### src/rtl/adc_spi_master.sv
// SPI master for a MAX19777-style 12-bit ADC: runs back-to-back 16-clock frames while
// enabled and presents each decoded conversion with a one-cycle valid strobe.
module adc_spi_master #(
    parameter int CLK_DIV      = 1,
    parameter int QUIET_CYCLES = 1
) (
    input  logic        CLK,
    input  logic        nRST,
    input  logic        en,
    input  logic        DOUT,
    output logic        nCS,
    output logic        SCLK,
    output logic [11:0] sample,
    output logic        sample_valid,
    output logic        frame_err,
    output logic        busy
);

    localparam int CMAX = (CLK_DIV > QUIET_CYCLES) ? CLK_DIV : QUIET_CYCLES;
    localparam int CW   = $clog2(CMAX + 1);
    localparam logic [CW-1:0] DIV_LAST   = CW'(CLK_DIV - 1);
    localparam logic [CW-1:0] QUIET_LAST = CW'(QUIET_CYCLES - 1);

    typedef enum logic [2:0] {IDLE, SETUP, LOW, HIGH, QUIET} state_t;

    state_t        state_q, state_d;
    logic [CW-1:0] cnt_q, cnt_d;
    logic [4:0]    idx_q, idx_d;
    logic [14:0]   sr_q, sr_d;
    logic [11:0]   sample_q, sample_d;
    logic          valid_q, valid_d;
    logic          err_q, err_d;
    logic          ncs_q, ncs_d;
    logic          sclk_q, sclk_d;
    logic          busy_q, busy_d;

    always_ff @(posedge CLK or negedge nRST) begin
        if (!nRST) begin
            state_q  <= IDLE;
            cnt_q    <= '0;
            idx_q    <= '0;
            sr_q     <= '0;
            sample_q <= '0;
            valid_q  <= 1'b0;
            err_q    <= 1'b0;
            ncs_q    <= 1'b1;
            sclk_q   <= 1'b1;
            busy_q   <= 1'b0;
        end else begin
            state_q  <= state_d;
            cnt_q    <= cnt_d;
            idx_q    <= idx_d;
            sr_q     <= sr_d;
            sample_q <= sample_d;
            valid_q  <= valid_d;
            err_q    <= err_d;
            ncs_q    <= ncs_d;
            sclk_q   <= sclk_d;
            busy_q   <= busy_d;
        end
    end

    always_comb begin
        state_d  = state_q;
        cnt_d    = cnt_q + CW'(1);
        idx_d    = idx_q;
        sr_d     = sr_q;
        sample_d = sample_q;
        valid_d  = 1'b0;
        err_d    = 1'b0;
        case (state_q)
            IDLE: begin
                cnt_d = '0;
                if (en) state_d = SETUP;
            end
            SETUP: begin
                if (cnt_q == DIV_LAST) begin
                    state_d = LOW;
                    cnt_d   = '0;
                    idx_d   = 5'd1;
                end
            end
            LOW: begin
                // Edge 16 only clocks the ADC back to high-Z; its DOUT is not data.
                if (cnt_q == DIV_LAST) begin
                    state_d = HIGH;
                    cnt_d   = '0;
                    if (idx_q != 5'd16) sr_d = {sr_q[13:0], DOUT};
                end
            end
            HIGH: begin
                if (cnt_q == DIV_LAST) begin
                    cnt_d = '0;
                    if (idx_q == 5'd16) begin
                        state_d  = QUIET;
                        sample_d = sr_q[13:2];
                        valid_d  = 1'b1;
                        err_d    = sr_q[14] | (|sr_q[1:0]);
                    end else begin
                        state_d = LOW;
                        idx_d   = idx_q + 5'd1;
                    end
                end
            end
            QUIET: begin
                if (cnt_q == QUIET_LAST) begin
                    cnt_d   = '0;
                    state_d = en ? SETUP : IDLE;
                end
            end
            default: begin
                state_d = IDLE;
                cnt_d   = '0;
            end
        endcase
        // Pin levels are registered from the next state so they switch with it.
        ncs_d  = !(state_d == SETUP || state_d == LOW || state_d == HIGH);
        sclk_d = (state_d != LOW);
        busy_d = (state_d != IDLE);
    end

    assign nCS          = ncs_q;
    assign SCLK         = sclk_q;
    assign sample       = sample_q;
    assign sample_valid = valid_q;
    assign frame_err    = err_q;
    assign busy         = busy_q;

endmodule

### config.mk
export PLATFORM = sky130hd
export DESIGN_NAME = adc_spi_master
export DESIGN_NICKNAME = d
export VERILOG_FILES = /design/src/rtl/adc_spi_master.sv
export SDC_FILE = /design/constraint.sdc
export NUM_CORES = 1
export LEC_CHECK = 0
export CORE_MARGIN = 2
export CORE_UTILIZATION = 48
export DETAILED_ROUTE_END_ITERATION = 10
export GPL_ROUTABILITY_DRIVEN = 0
export MAX_ROUTING_LAYER = met4
export PLACE_DENSITY_LB_ADDON = 0.25
export SLEW_MARGIN = 20
export SYNTH_ARGS = -nofsm -noshare
export SYNTH_HDL_FRONTEND = slang
export SYNTH_SLANG_ARGS = --single-unit
### constraint.sdc
create_clock -name CLK -period 1.75 [get_ports CLK]
set_clock_uncertainty 0.1 [all_clocks]
set_input_delay 0.525 -clock CLK [delete_from_list [all_inputs] [get_ports CLK]]
set_output_delay 0.525 -clock CLK [all_outputs]
set_load 0.02 [all_outputs]
==> results.txt <==
- Crit path arrival time: between 1.5 and 2 ns
* Slowest Stage Delay on Critical Path: roughly 0.36 ns
- Cell type group with the largest total delay on the critical path: simple AND/OR/NAND/NOR gates
- After the first detailed-routing iteration, the DRC count stood at 53.
* Effective utilization at floorplan: 0.496
- After routing, the total negative slack on setup checks comes to -0.178 ns.
- Die outline width: ~63 um
* Number of antenna violations at the first check in global routing: 0
- In this run the worst path has a maximum fanout of 15.
* Leak Pwr: approximately 0.001 uW
* Detailed-routing iteration count for the pre-antenna-repair pass: 4
* Buffer type at the clock tree root: clkbuf_4
* Global-route wire length before repair: approximately 4.7 mm
* Start-to-end type of the worst setup path: flop to flop
- Pin placement for this block handled 21 I/O pins.
- Counting along the longest clock path gives a buffer depth of 2.
- Outcome: complete, but fails checks
* Overall via count from detail_route: 950
- Max-cap violations in this run came to 0.
- Clock buffer count from CTS: 5
* Fraction of layout instances using a drive strength above 1: 0.413
- Maximum clock frequency: 564 MHz
- Data required time of the critical path: 1.89 ns
- STA classifies the critical path startpoint as a flop.
- Violations in the final reports: setup timing
* Clock edge transition at the registers on the reported setup and hold paths: around 0.12 ns
- Once placement completed, the tool counted placed cells totaling ~180.
* Final worst slack: -0.0227 ns
- Die Footprint: around 0.0039 mm2
- Worst Path Buf+Inv: 2
- CTS tree: built
- Setup repair after global routing missed its margin: true
- Once detail routing completed, the nets flagged for antenna violations numbered 0.
- For this run, design rule violations remaining after detail routing come to 0.
- Entering global routing, the biggest net connects 41 pins.
* Wire per inst: 14.7 um
* Post-Synthesis Mean Instance Area: approximately 15 um2
- The cell area that synthesis handed to floorplanning was around 0.0016 mm2.
- In this run the tool buffered the top-level ports with 20 buffer cells.
* Sum of routed wire length over all layers: around 2.8 mm
- Die outline height: ~63 um
* CP Capture Type: flop
- At the end of the flow, the number of nets in the layout was 148.
- In the finished design, the share of the clock period the worst path needs comes to 1.01.
- Source-to-sink clock delay at the later pin of the worst-skew pair: about 0.35 ns
- Slew HR: 0.761
- Of the synthesized area, sequential elements account for 0.611.
* Gr ovfl total: 0
- Post-synthesis net count: roughly 120
- Among all stages on the critical path, the largest delay is contributed by dfrtp_1.
- Post-layout minimum cycle time: between 1.5 and 2 ns
- After legalization and detailed placement, the total HPWL measured 1.81 mm.
- In this run the worst hold path is classified as primary input to async pin.
* Area of the core region: 0.00331 mm2
- Setup violations remaining at the end of the flow were counted as 12.
- Peak supply drop: 0.887 mV
* Slew at the pin with the worst max-slew slack: approximately 0.35 ns
* Power per standard cell area: between 2000 and 2500 mW/mm2
- Area growth from synthesis to final layout: 28.4%
- The cell count after synthesis came out at 109.
* Setup slack after placement: -0.0404 ns
* Hold-fix buffer count after cts: 0
- The signal on the critical path passes through inv_1 > ha_2 > and4bb_4 > or3_4 > buf_12 > mux2_4.
* Count of yosys warnings during synthesis: 0
* Total routing resource utilization after global routing: 0.159
- Clock H-tree levels: 2
- The count of cells in the finished layout, fillers not included, comes to between 150 and 200.
- Detailed-route vias per instance: approximately 5.0
* Number of sinks handled by clock tree synthesis: 40
* Post-synthesis cell type count: 29
* Number of antenna cells inserted: 0
- The total count of max-transition violations in the final report is 0.
* Vias in the first global route: ~990
- Counting flops and latches in the post-synthesis netlist gives 40.
- Endpoints failing hold: 0
- On the final layout, the worst hold slack is ~0.017 ns.
- Count of standard-cell rows: 21
## state kept, by name (all words and copies together), names as in the netlist
register      count
SCLK              1
idx_q             5
state_q           3
frame_err         1
busy              1
nCS               1
sr_q             15
sample           12
sample_valid      1
## kinds of logic after synthesis
kind of cell,after synthesis,share of synthesized area
compound gates,9,0.0411
mux,28,0.214
simple gates,22,0.0838
fa+ha+maj,2,0.0152
flops,40,0.611
buf+inv,8,0.0350
## final cells by class
cell class | instances | area, um2
fillers | 284 | 1200
flip-flops and latches | 40 | 1000
multi-input cells | 61 | 644
repair buffers | 31 | 309
well taps | 46 | 57.6
clock inverters | 3 | 46.3
clock buffers | 5 | 37.5
inverters | 3 | 11.3
## synthesized netlist by cell type
library cell | number | area share
o311ai_0 | 1 | 0.0053
mux2_2 | 17 | 0.12
a22o_1 | 1 | 0.0053
and4bb_4 | 1 | 0.0099
nor2_1 | 1 | 0.0023
dfstp_2 | 2 | 0.032
buf_4 | 1 | 0.0046
and3_2 | 2 | 0.0091
buf_12 | 1 | 0.012
nand3b_1 | 1 | 0.0046
mux2i_1 | 1 | 0.0061
a21oi_1 | 2 | 0.0061
a31oi_1 | 1 | 0.0038
nand2_1 | 2 | 0.0046
nand3_1 | 5 | 0.015
o31a_1 | 1 | 0.0053
or3_1 | 2 | 0.0076
a31o_2 | 1 | 0.0053
dfrtp_1 | 38 | 0.58
nor2b_1 | 2 | 0.0076
nand2b_1 | 5 | 0.019
mux2_4 | 10 | 0.091
buf_6 | 1 | 0.0069
inv_1 | 3 | 0.0069
clkbuf_1 | 2 | 0.0046
a21o_2 | 1 | 0.0053
o21bai_1 | 1 | 0.0046
ha_1 | 2 | 0.015
or2_2 | 1 | 0.0038
## power by group
group	internal, uW	switching (uW)
sequential	1400	305
clock	305	311
combinational	1300	898
## layout by cell type, fill, tap and decap left out, types with 2 or more instances in the layout
cell / n
dfrtp_1: 38
mux2_4: 22
dlygate4sd2_1: 13
buf_4: 7
nand2b_1: 5
mux2_2: 5
nand3_1: 5
clkbuf_4: 5
inv_1: 3
buf_2: 3
buf_12: 3
dfstp_2: 2
nor2b_1: 2
a21oi_1: 2
nand2_1: 2
clkdlybuf4s50_1: 2
clkdlybuf4s15_1: 2
## layer usage
metal / wire [um] / global-route usage / up-vias
met2: 1290 / 0.242 / 19
met1: 1350 / 0.203 / 474
met5: 0 / - / -
met4: 46 / 0.0806 / 0
li1: - / - / 452
met3: 86 / 0.0342 / 5
## worst paths after layout
check                                   endpoint                   from  slack [ns]  cells past startpoint
max                         sr_q[13]$_DFFE_PN0P_   idx_q[1]$_DFFE_PN0P_       -0.02                      6
min                        sample[6]$_DFFE_PN0P_                   nRST        0.02                      2
max reg2reg                 sr_q[13]$_DFFE_PN0P_   idx_q[1]$_DFFE_PN0P_       -0.02                      6
min reg2reg                sample[9]$_DFFE_PN0P_  sample[9]$_DFFE_PN0P_        0.42                      1
max in group asynchronous          nCS$_DFF_PN1_                   nRST        1.27                      2
min in group CLK           sample[9]$_DFFE_PN0P_  sample[9]$_DFFE_PN0P_        0.42                      1
## per-stage QoR
step	power (uW)	util	area, um2
2_1_floorplan	3150	-	1660
3_3_place_gp	3750	0.589	1950
3_5_place_dp	3840	0.589	1950
4_1_cts	4410	0.623	2060
5_1_grt	4810	0.637	2110
6_report	4520	0.637	2110
## repair_timing
action                     4_1_cts  5_1_grt
setup endpoints to repair       40       30
gates resized for setup         25       16
setup buffers                    2        0
cloned                           1        0
Power figures use the tool's default switching activity.
